`src/rtl/output_io_arbiter_if.sv`:
```
// Requester/pad bundle for output_io_arbiter: requests and data words in, grant/status and serial pad data out.
interface output_io_arbiter_if #(
  parameter int NUM_REQ = 4,
  parameter int DATA_W  = 8
);
  logic [NUM_REQ-1:0]        REQ;
  logic [NUM_REQ*DATA_W-1:0] DATA;
  logic [NUM_REQ-1:0]        GNT;
  logic                      DONE;
  logic                      BUSY;
  logic                      OQI;

  modport master (
    output REQ, DATA,
    input  GNT, DONE, BUSY, OQI
  );

  modport slave (
    input  REQ, DATA,
    output GNT, DONE, BUSY, OQI
  );
endinterface

```
`src/rtl/output_io_arbiter.sv`:
```
// Round-robin arbiter serialising one requester's word LSB-first onto a shared output pad, with an idle gap between frames.
// Optional even-parity trailer bit when OUTPUT_IO_ARB_PARITY_EN is defined.
module output_io_arbiter #(
  parameter int   NUM_REQ    = 4,
  parameter int   DATA_W     = 8,
  parameter int   GAP_CYCLES = 1,
  parameter logic IDLE_LEVEL = 1'b1
) (
  input  logic                 IQC,
  input  logic                 QRT,
  output_io_arbiter_if.slave   bus
);

`ifdef OUTPUT_IO_ARB_PARITY_EN
  localparam int PAR_BITS = 1;
`else
  localparam int PAR_BITS = 0;
`endif
  localparam int FRAME_BITS = DATA_W + PAR_BITS;
  localparam int CNT_W      = $clog2(FRAME_BITS + 1);
  localparam int PTR_W      = $clog2(NUM_REQ);
  localparam int GAP_W      = 4;
  localparam logic [CNT_W-1:0] LAST_BIT = CNT_W'(FRAME_BITS - 1);

  typedef enum logic [1:0] {
    S_IDLE,
    S_SHIFT,
    S_GAP
  } state_t;

  state_t             state, state_nxt;
  logic [PTR_W-1:0]   ptr, ptr_nxt;
  logic [CNT_W-1:0]   bit_cnt, bit_cnt_nxt;
  logic [GAP_W-1:0]   gap_cnt, gap_cnt_nxt;
  logic [NUM_REQ-1:0] gnt, gnt_nxt;
  logic               done, done_nxt;
  logic               busy, busy_nxt;
  logic               oqi, oqi_nxt;

  logic [DATA_W-1:0]  sh;
  logic [DATA_W-1:0]  sh_shr;
  logic               load;
  logic               shift_en;
  logic               arb;

  logic [DATA_W-1:0]  words [NUM_REQ];
  logic               win_found;
  logic [PTR_W-1:0]   win_idx;
  logic [DATA_W-1:0]  win_word;

`ifdef OUTPUT_IO_ARB_PARITY_EN
  logic               par_bit;
`endif

  for (genvar i = 0; i < NUM_REQ; i++) begin : g_words
    assign words[i] = bus.DATA[i*DATA_W +: DATA_W];
  end

  // Round-robin search starting at ptr, wrapping modulo NUM_REQ.
  always_comb begin
    win_found = 1'b0;
    win_idx   = '0;
    for (int off = 0; off < NUM_REQ; off++) begin
      int idx;
      idx = (int'(ptr) + off) % NUM_REQ;
      if (!win_found && bus.REQ[PTR_W'(idx)]) begin
        win_found = 1'b1;
        win_idx   = PTR_W'(idx);
      end
    end
  end

  assign win_word = words[win_idx];
  assign sh_shr   = sh >> 1;

  always_comb begin
    state_nxt   = state;
    ptr_nxt     = ptr;
    bit_cnt_nxt = bit_cnt;
    gap_cnt_nxt = gap_cnt;
    gnt_nxt     = '0;
    done_nxt    = 1'b0;
    oqi_nxt     = IDLE_LEVEL;
    load        = 1'b0;
    shift_en    = 1'b0;
    arb         = 1'b0;

    case (state)
      S_IDLE: arb = 1'b1;
      S_SHIFT: begin
        if (bit_cnt == LAST_BIT) begin
          done_nxt = 1'b1;
          if (GAP_CYCLES > 0) begin
            state_nxt   = S_GAP;
            gap_cnt_nxt = GAP_W'(GAP_CYCLES - 1);
          end else begin
            arb = 1'b1;
          end
        end else begin
          shift_en    = 1'b1;
          bit_cnt_nxt = bit_cnt + CNT_W'(1);
          oqi_nxt     = sh_shr[0];
`ifdef OUTPUT_IO_ARB_PARITY_EN
          if (bit_cnt == CNT_W'(DATA_W - 1))
            oqi_nxt = par_bit;
`endif
        end
      end
      S_GAP: begin
        if (gap_cnt == '0)
          arb = 1'b1;
        else
          gap_cnt_nxt = gap_cnt - GAP_W'(1);
      end
      default: state_nxt = S_IDLE;
    endcase

    // Arbitration edge: a win starts the next frame immediately, even on the DONE edge.
    if (arb) begin
      if (win_found) begin
        gnt_nxt     = NUM_REQ'(1) << win_idx;
        load        = 1'b1;
        oqi_nxt     = win_word[0];
        bit_cnt_nxt = '0;
        state_nxt   = S_SHIFT;
        ptr_nxt     = (win_idx == PTR_W'(NUM_REQ - 1)) ? '0 : win_idx + PTR_W'(1);
      end else begin
        state_nxt = S_IDLE;
      end
    end

    busy_nxt = (state_nxt != S_IDLE);
  end

  always_ff @(posedge IQC or negedge QRT) begin
    if (!QRT) begin
      state   <= S_IDLE;
      ptr     <= '0;
      bit_cnt <= '0;
      gap_cnt <= '0;
      gnt     <= '0;
      done    <= 1'b0;
      busy    <= 1'b0;
      oqi     <= IDLE_LEVEL;
    end else begin
      state   <= state_nxt;
      ptr     <= ptr_nxt;
      bit_cnt <= bit_cnt_nxt;
      gap_cnt <= gap_cnt_nxt;
      gnt     <= gnt_nxt;
      done    <= done_nxt;
      busy    <= busy_nxt;
      oqi     <= oqi_nxt;
    end
  end

  // Word storage is datapath only; the control state decides when it is meaningful.
  always_ff @(posedge IQC) begin
    if (load)
      sh <= win_word;
    else if (shift_en)
      sh <= sh_shr;
  end

`ifdef OUTPUT_IO_ARB_PARITY_EN
  always_ff @(posedge IQC) begin
    if (load)
      par_bit <= ^win_word;
  end
`endif

  assign bus.GNT  = gnt;
  assign bus.DONE = done;
  assign bus.BUSY = busy;
  assign bus.OQI  = oqi;

endmodule

```
`src/flat_wrapper.sv`:
```
// flat-port wrapper written by rule: the top's interface ports become plain ports
module output_io_arbiter_flat 
#(
  parameter int   NUM_REQ    = 4,
  parameter int   DATA_W     = 8,
  parameter int   GAP_CYCLES = 1,
  parameter logic IDLE_LEVEL = 1'b1
)
  (IQC, QRT, bus_REQ, bus_DATA, bus_GNT, bus_DONE, bus_BUSY, bus_OQI);
  output_io_arbiter_if #(.NUM_REQ(NUM_REQ), .DATA_W(DATA_W)) bus_i ();
  input  logic IQC;
  input  logic QRT;
  input wire logic [$bits(bus_i.REQ)-1:0] bus_REQ;
  input wire logic [$bits(bus_i.DATA)-1:0] bus_DATA;
  output wire logic [$bits(bus_i.GNT)-1:0] bus_GNT;
  output wire logic [$bits(bus_i.DONE)-1:0] bus_DONE;
  output wire logic [$bits(bus_i.BUSY)-1:0] bus_BUSY;
  output wire logic [$bits(bus_i.OQI)-1:0] bus_OQI;
  assign bus_i.REQ = bus_REQ;
  assign bus_i.DATA = bus_DATA;
  assign bus_GNT = bus_i.GNT;
  assign bus_DONE = bus_i.DONE;
  assign bus_BUSY = bus_i.BUSY;
  assign bus_OQI = bus_i.OQI;
  output_io_arbiter #(.NUM_REQ(NUM_REQ), .DATA_W(DATA_W), .GAP_CYCLES(GAP_CYCLES), .IDLE_LEVEL(IDLE_LEVEL)) u_core (.IQC(IQC), .QRT(QRT), .bus(bus_i));
endmodule
```
`config.mk`:
```
export PLATFORM = sky130hd
export DESIGN_NAME = output_io_arbiter_flat
export DESIGN_NICKNAME = d
export VERILOG_FILES = /design/src/rtl/output_io_arbiter_if.sv /design/src/rtl/output_io_arbiter.sv /design/src/flat_wrapper.sv
export SDC_FILE = /design/constraint.sdc
export NUM_CORES = 1
export LEC_CHECK = 0
export BUFFER_PORTS_ARGS = -buffer_cell sky130_fd_sc_hd__buf_2
export CAP_MARGIN = 5
export CORE_ASPECT_RATIO = 1.5
export CORE_MARGIN = 8
export CORE_UTILIZATION = 26
export DETAILED_ROUTE_END_ITERATION = 12
export GPL_TIMING_DRIVEN = 0
export PLACE_DENSITY = 0.44
export SLEW_MARGIN = 20
export SYNTH_ARGS = -nofsm -noshare
export SYNTH_HDL_FRONTEND = slang
export SYNTH_SLANG_ARGS = --single-unit
```
`constraint.sdc`:
```
create_clock -name IQC -period 3.02 [get_ports IQC]
set_input_delay 0.755 -clock IQC [delete_from_list [all_inputs] [get_ports IQC]]
set_output_delay 0.755 -clock IQC [all_outputs]
set_load 0.01 [all_outputs]
```
Word level (Yosys, flattened, before mapping)
Index checks and enable logic that the tools add are counted.
Word-level totals
  ROM bits: 0
  register bits after elaboration: 27
  output and inout bits: 7
  latch bits: 0
  memories: 0
  RAM bits: 0
Operators by class
  reductions and logical operators: 14
  shifts and indexed selects: 1
  $add $sub $neg: 6
  equality and inequality tests: 6
  $lt $le $gt $ge: 5
  mux-type cells: 51
  bitwise operators: 1
  divide/modulo/power cells: 0
  multipliers: 0
Operator list (number)
  $mux W4: 8
  $mux W8: 4
  $mux W1: 24
  $bmux W8 S2: 1
  $lt A2 B4 Y1 const B: 4
  $mux W2: 7
  $bmux W1 S2: 4
  $pmux W4 S2: 1
  $reduce_bool A2 Y1: 3
  $add A2 B1 Y2 const B: 2
  $add A2 B2 Y2 const B: 2
  $add A4 B1 Y4 const B: 1
  $eq A2 B2 Y1 const B: 2
  $eq A4 B3 Y1 const B: 1
  $logic_not A4 Y1: 1
  $pmux W2 S2: 1
  $shl A1 B2 Y4 const A: 1
  $sub A4 B1 Y4 const B: 1
  $ge A3 B3 Y1 const B: 1
  $logic_and A1 B1 Y1: 3
  $logic_not A1 Y1: 3
  $not A2 Y3: 1
  $reduce_and A3 Y1: 1
  $eq A2 B1 Y1 const B: 1
  6 further kinds: 6

Logic depth before layout (Yosys ltp)
Gate-level depths: netlist (run 1).
  depth after elaboration: 19
  gate-level depth with buffers: 8
  mapped depth without buffers: 7

Worst setup path before layout (run 1)
OpenSTA, ideal clock, no wires.
  path kind: reg2reg
  start: register u_core.state[0]
  end: register u_core.sh[2], data pin
  arrival: 1816 ps
  data required time: 2746 ps
  setup slack: 931 ps
  stages on the path, launching flop included: 9
  cells stage by stage: dfrtp_1 > inv_1 > ha_1 > nand4bb_1 > and2_4 > or2_4 > buf_6 > a2111oi_2 > a211oi_1
Between the ends
  cells in the longest elaborated chain, start to end: 4
  elaborated cells between the ends (all ways): 5
  classes of those cells: eq/ne (1); mux (3); reduce/logical (1)
Ends and longest elaborated chain
  start, declared: line output_io_arbiter.sv:31  | state_t state, state_nxt;
  start signal, assigned: line output_io_arbiter.sv:146  | state <= state_nxt;
  $eq A2 B2 Y1 / $logic_not A2 Y1 (equally long branches): line output_io_arbiter.sv:88  | case (state)
  $pmux W1 S2 *: line output_io_arbiter.sv:88
  $mux W1 *: line output_io_arbiter.sv:119  | if (arb) begin
  $mux W8 *: line output_io_arbiter.sv:159  | if (load)
  end signal, assigned: line output_io_arbiter.sv:160  | sh <= win_word;
  end signal, assigned: line output_io_arbiter.sv:162  | sh <= sh_shr;
  end, declared: line output_io_arbiter.sv:40  | logic [DATA_W-1:0] sh;
Every way passes the cells marked *; elsewhere a longest branch is shown, timed or not.
A chain may end at the register's enable or synchronous reset.

Worst setup path in the final report (run 1)
  start: register u_core.state[0]
  end: register u_core.sh[4], data pin
Same word-level chain as after synthesis.

==> impl_metrics.toml, run 1 <==
[status]
status = "complete, no violations"

[route]
drc = 0
wire_per_inst_um = 15.4
drtPass1Iterations = 4
vias = 1346
viasPerCell = 4.77
antenna_left = 0
drt-initial-drc-count = 62
totalWireLength_um = 4350

[clocking]
clkLatencyLatePin_ps = 270
post_cts_resized = 0
clockBufferDepth = 2
htree_levels = 1
cts_inserted_buffers = 3
cts_setup_buffers = 0
clock-sinks = 26
path_clk_slew_ps = 100
ctsHoldBuffers = 0
cts-root-buf = "clkbuf_8"
cts_tree = "yes"

[logic_synthesis]
synth_cell_type_count = 52
async_reset_ff_frac = 0.731
synth_seq_cells = 26
synth_nets = 206
synthesis.area_mm2 = 0.00173
syn_area_per_cell_um2 = 10.9
syn_inst = 158
seq_area_frac_synth = 0.398
synthFlopType = "dfrtp_1"
yosysWarnings = 0
synth_edf_count = 7

[global_routing]
grt_max_degree = 20
busiest_layer = "met2"
grt_pass1_vias = 1477
gr-usage-met1 = 0.109
grt_use_met3 = 0.0241
grt_pass1_wl_um = 7320
antenna_found_initial = 0
grtUsageTotal = 0.0981
globalRouteMet2Util = 0.180
grt_overflow = 0

[critical_path]
critical_path_class = "reg -> reg"
r2r_start = "u_core.state[0]"
critical_path_required_ps = 3020
worst_ep_arrival_time_ps = 2480
crit_fanout = 10
startpoint = "u_core.state[0]"
cp-start-kind = "register"
critPathCaptureType = "register"

[place]
gp_congestion = 0.764
dp_hpwl_um = 3590
portBuffers = 44
preCtsSetupSlack_ps = 516

[timing]
timing.hold.ws_ps = 404
post-route-min-period_ps = 2480
finalCritPeriodShare = 0.822
fmax_ghz = 0.403
slew_headroom = 0.672
rsz0062_at_grt = "false"
maxSlewViolCount = 0
setup_ws_ps = 537
finalHoldViolations = 0
fin_tns_setup_ps = 0
clock_skew_ps = 1.51
tightest_slew_ps = 490
setup_viol = 0

[flow_run]
maxCapViolCount = 0

[pwr]
finalPower_mw = 1.71
leakage_nw = 0.931
ir_drop_mv = 0.279
cellPowerDensity_mw_per_mm2 = 812

[floorplan]
initial_utilization = 0.268
core.rowCount = 36
core_area_mm2 = 0.00644
dieWidth_um = 82.5
die_h_um = 116
die_area_mm2 = 0.00955
num_io_pins = 45

[layout]
post-route-util = 0.328
nets = 255
synthToLayoutAreaGrowth_pct = 22.4
drive_gt1_frac = 0.335
antenna_cells = 0

[worst_hold_path]
hold_path.class = "in -> async"
-- path summary, 6_finish.rpt --
| check | endpoint | slack [ps] | cells past startpoint |
|---|---|---|---|
| max | u_core.sh[4] | 540 | 8 |
| min | u_core.bit_cnt[3] | 400 | 1 |
| max reg2reg | u_core.sh[4] | 540 | 8 |
| min reg2reg | u_core.gap_cnt[3] | 530 | 1 |
| max in group asynchronous | u_core.bus.OQI | 2280 | 1 |
| min in group IQC | u_core.gap_cnt[3] | 530 | 1 |
-- area by class of cell --
cell class | count | area [µm²]
Clock inverter | 1 | 30.0
Inverter | 10 | 47.5
Timing Repair Buffer | 44 | 220
Fill cell | 673 | 4330
Clock buffer | 3 | 41.3
Multi-Input combinational cell | 117 | 943
Sequential cell | 26 | 687
Buffer | 5 | 47.5
Tap cell | 76 | 95.1
-- report_power, final --
group | leakage, nW | total (mW) | internal [mW] | switching, mW
logic | 0.576 | 0.839 | 0.337 | 0.502
registers | 0.319 | 0.580 | 0.512 | 0.0678
clock network | 0.0357 | 0.295 | 0.177 | 0.118
-- Yosys cell counts (2+ instances only) --
library cell	n	area, µm²
dfrtp_1	18	450
nand2_1	11	41.3
nor2_1	11	41.3
a211oi_1	10	75.1
ha_1	10	125
o21ai_0	9	45.0
inv_1	8	30.0
mux2i_1	8	80.1
edfxtp_1	7	210
and2_1	6	37.5
a21oi_1	5	25.0
nor3b_1	5	37.5
a2111oi_2	3	45.0
nand3b_1	3	22.5
nor3_1	3	15.0
a2111oi_4	2	55.1
and3_1	2	12.5
inv_6	2	17.5
nand3_1	2	10.0
-- routing by layer --
layer / up-vias / share of wire
met5: - / 0
met4: 0 / 0.0044
met3: 2 / 0.041
met2: 33 / 0.54
met1: 627 / 0.42
li1: 684 / -
-- cell usage in the layout, fill, tap and decap left out, types with 5 or more instances in the layout --
cell,Yosys,final
edfxtp_1,7,7
nor3b_1,5,5
and2_1,6,6
nand2_1,11,11
nor2_1,11,11
o21ai_0,9,9
dfrtp_1,18,18
inv_1,8,8
a211oi_1,10,10
ha_1,10,10
a21oi_1,5,5
mux2i_1,8,8
buf_2,1,45
-- cell families after synthesis --
logic type | Yosys count | synth area share
buf+inv | 15 | 0.0551
mux | 9 | 0.0529
xor+xnor | 1 | 0.00508
fa+ha+maj | 10 | 0.0725
simple gates | 56 | 0.197
compound gates | 41 | 0.219
flops | 26 | 0.398
-- registers in the layout, indices dropped and copies added, names as in the netlist --
name,cells
u_core.bit_cnt,4
u_core.bus.BUSY,1
u_core.bus.DONE,1
u_core.bus.GNT,4
u_core.bus.OQI,1
u_core.gap_cnt,4
u_core.ptr,2
u_core.sh,7
u_core.state,2
-- critical path: stages, from the launching register on --
cell and delay [ps]:
dfrtp_1 410, inv_1 130, ha_1 270, nand4bb_1 180, and2_4 220, or2_4 270
buf_6 160, nor2_1 390, a211oi_1 180
-- through the flow --
| stage | instance area (µm²) | std cells |
|---|---|---|
| 2_1_floorplan | 1730 | 158 |
| 6_report | 2110 | 282 |
| 3_3_place_gp | 2040 | 278 |
| 5_1_grt | 2110 | 282 |
| 4_1_cts | 2110 | 282 |
| 3_5_place_dp | 2040 | 278 |
Power figures use the tool's default switching activity.
==> inputs of run 2 (changes only) <==
--- a/config.mk
+++ b/config.mk
@@ -12,7 +12,7 @@
 export CORE_UTILIZATION = 26
 export DETAILED_ROUTE_END_ITERATION = 12
 export GPL_TIMING_DRIVEN = 0
-export PLACE_DENSITY = 0.44
+export PLACE_DENSITY = 0.46
 export SLEW_MARGIN = 20
 export SYNTH_ARGS = -nofsm -noshare
 export SYNTH_HDL_FRONTEND = slang
==> constraint.sdc (replaced) <==
create_clock -name IQC -period 2.1 [get_ports IQC]
set_input_delay 0.525 -clock IQC [delete_from_list [all_inputs] [get_ports IQC]]
set_output_delay 0.525 -clock IQC [all_outputs]
set_load 0.01 [all_outputs]
==> run 2 against run 1 <==
Worst hold slack worse by 240 ps. Clock power increased by 45%. Sequential cell count did not move. Routed wire length is 3.9% higher. Critical path type unchanged. Highest routed layer unchanged.
==> impl_metrics.toml, run 2 (synthesis results as in run 1) <==
[layout]
nets = 265
final_common_cell = "buf_2"
antenna_cells = 0
largest_reg_flops = 7
layout.cells.most_common_list = "buf_2, dfrtp_1, nand2_1"
drive_gt1_frac = 0.417
fillCellCount = 668
top_register = "u_core.sh"
synthToLayoutAreaGrowth_pct = 30.7

[route]
wire_per_inst_um = 15.5
viasPerCell = 4.78
drc = 0
vias = 1397
drt-initial-drc-count = 45
antenna_left = 0
drtPass1Iterations = 4
totalWireLength_um = 4530

[critical_path]
r2r_end = "u_core.sh[3]"
worst_ep_arrival_time_ps = 2090
critPathCaptureType = "register"
cp_slowest_stage_delay_ps = 400
cp-start-kind = "register"
critical_path_class = "reg -> reg"
r2r_start = "u_core.state[0]"
crit_path_cell_trace = "inv_2 > ha_4 > nand4bb_1 > and2_4 > or2_4 > buf_12 > a2111oi_2 > a211oi_2"
r2r_setup_slack_ps = 30
crit_fanout = 10
crit_path_top_delay_cell = "dfrtp_1"
r2r.worst_path.cells = 8
critical_path_required_ps = 2130

[clocking]
cts-root-buf = "clkbuf_8"
cts_inserted_buffers = 3
clockBufferDepth = 2
cts_tree = "yes"
clock-sinks = 26
htree_levels = 1
clkLatencyLatePin_ps = 270
ctsHoldBuffers = 0
path_clk_slew_ps = 100

[floorplan]
core.rowCount = 36
num_io_pins = 45
die_h_um = 116
initial_utilization = 0.268
dieWidth_um = 82.5
core_area_mm2 = 0.00644
die_area_mm2 = 0.00955

[timing]
rsz0062_at_grt = "true"
finalCritPeriodShare = 0.985
post-route-min-period_ps = 2070
clock_skew_ps = 1.07
fin_tns_setup_ps = 0
tightest_slew_ps = 513
slew_headroom = 0.655
maxSlewViolCount = 0
setup_viol = 0
fmax_ghz = 0.484
setup_ws_ps = 32.4
finalHoldViolations = 0

[global_routing]
grt_overflow = 0
grt_pass1_vias = 1502
antenna_found_initial = 0
grtUsageTotal = 0.101
grt_max_degree = 20
grt_pass1_wl_um = 7530

[place]
preCtsSetupSlack_ps = -338
gp_congestion = 0.777
portBuffers = 44
dp_hpwl_um = 3590

[pwr]
leakage_nw = 0.990
ir_drop_mv = 0.628
cellPowerDensity_mw_per_mm2 = 1170

[worst_hold_path]
hold_path.class = "in -> async"

[status]
status = "complete, no violations"

[flow_run]
maxCapViolCount = 0
[run 2: changes by cell type in the layout (fill, tap and decap cells not counted), sizes merged]
| cell | before | now |
|---|---|---|
| buf | 48 | 58 |
[run 2: metrics by stage]
stage	total power [mW]	std cells	instance area, µm²	utilization	hold slack, ps
6_report	2.63	292	2260	0.350	167
5_1_grt	2.84	292	2260	0.350	195
4_1_cts	2.57	287	2170	0.337	183
3_5_place_dp	2.08	278	2040	0.317	491
3_3_place_gp	2.07	278	2040	0.317	499
2_1_floorplan	1.72	158	1730	-	229
[run 2: worst max-delay path by stage]
stage                     from           end  slack, ps  cells past startpoint
2_1_floorplan  u_core.state[0]  u_core.sh[2]         10                      8
3_3_place_gp   u_core.state[0]  u_core.sh[3]       -290                      8
3_5_place_dp   u_core.state[0]  u_core.sh[3]       -340                      8
4_1_cts          u_core.ptr[1]  u_core.sh[1]          3                      7
5_1_grt        u_core.state[0]  u_core.sh[3]        -20                      8
6_report       u_core.state[0]  u_core.sh[3]         30                      8
[run 2: critical path, delay by kind of cell (launching register included)]
kind / cells / cell delay, ps
AO/OA/AOI/OAI: 2 / 430
adder cells (fa/ha/maj): 1 / 170
buffers and inverters: 2 / 260
flip-flops: 1 / 400
AND/OR/NAND/NOR: 3 / 570
[run 2: per-layer routing]
layer | global-route usage | share of wire | vias to the layer above
met3 | 0.0303 | 0.062 | 4
met4 | 0.0277 | 0.0084 | 0
met2 | 0.185 | 0.52 | 36
li1 | - | - | 705
met5 | 0 | 0 | -
met1 | 0.106 | 0.41 | 652
[run 2: area by class of cell]
class	instances	area, µm²	area share
multi-input combinational	117	987	0.438
sequential	26	689	0.306
inverter	10	47.5	0.0211
buffer	5	57.6	0.0255
tap	76	95.1	0.0422
timing repair buffer	54	308	0.136
clock buffer	3	41.3	0.0183
clock inverter	1	30.0	0.0133
[run 2: timing repair]
item	in CTS	in global routing
pin swaps	4	3
gates resized for setup	7	11
endpoints found under the setup margin	13	17
setup buffers	5	5
[run 2: report_power, final]
part / internal (mW) / total [mW] / switching (mW) / leakage [nW]
clock: 0.255 / 0.427 / 0.172 / 0.0357
sequential: 0.741 / 0.840 / 0.0992 / 0.317
combinational: 0.598 / 1.37 / 0.768 / 0.637
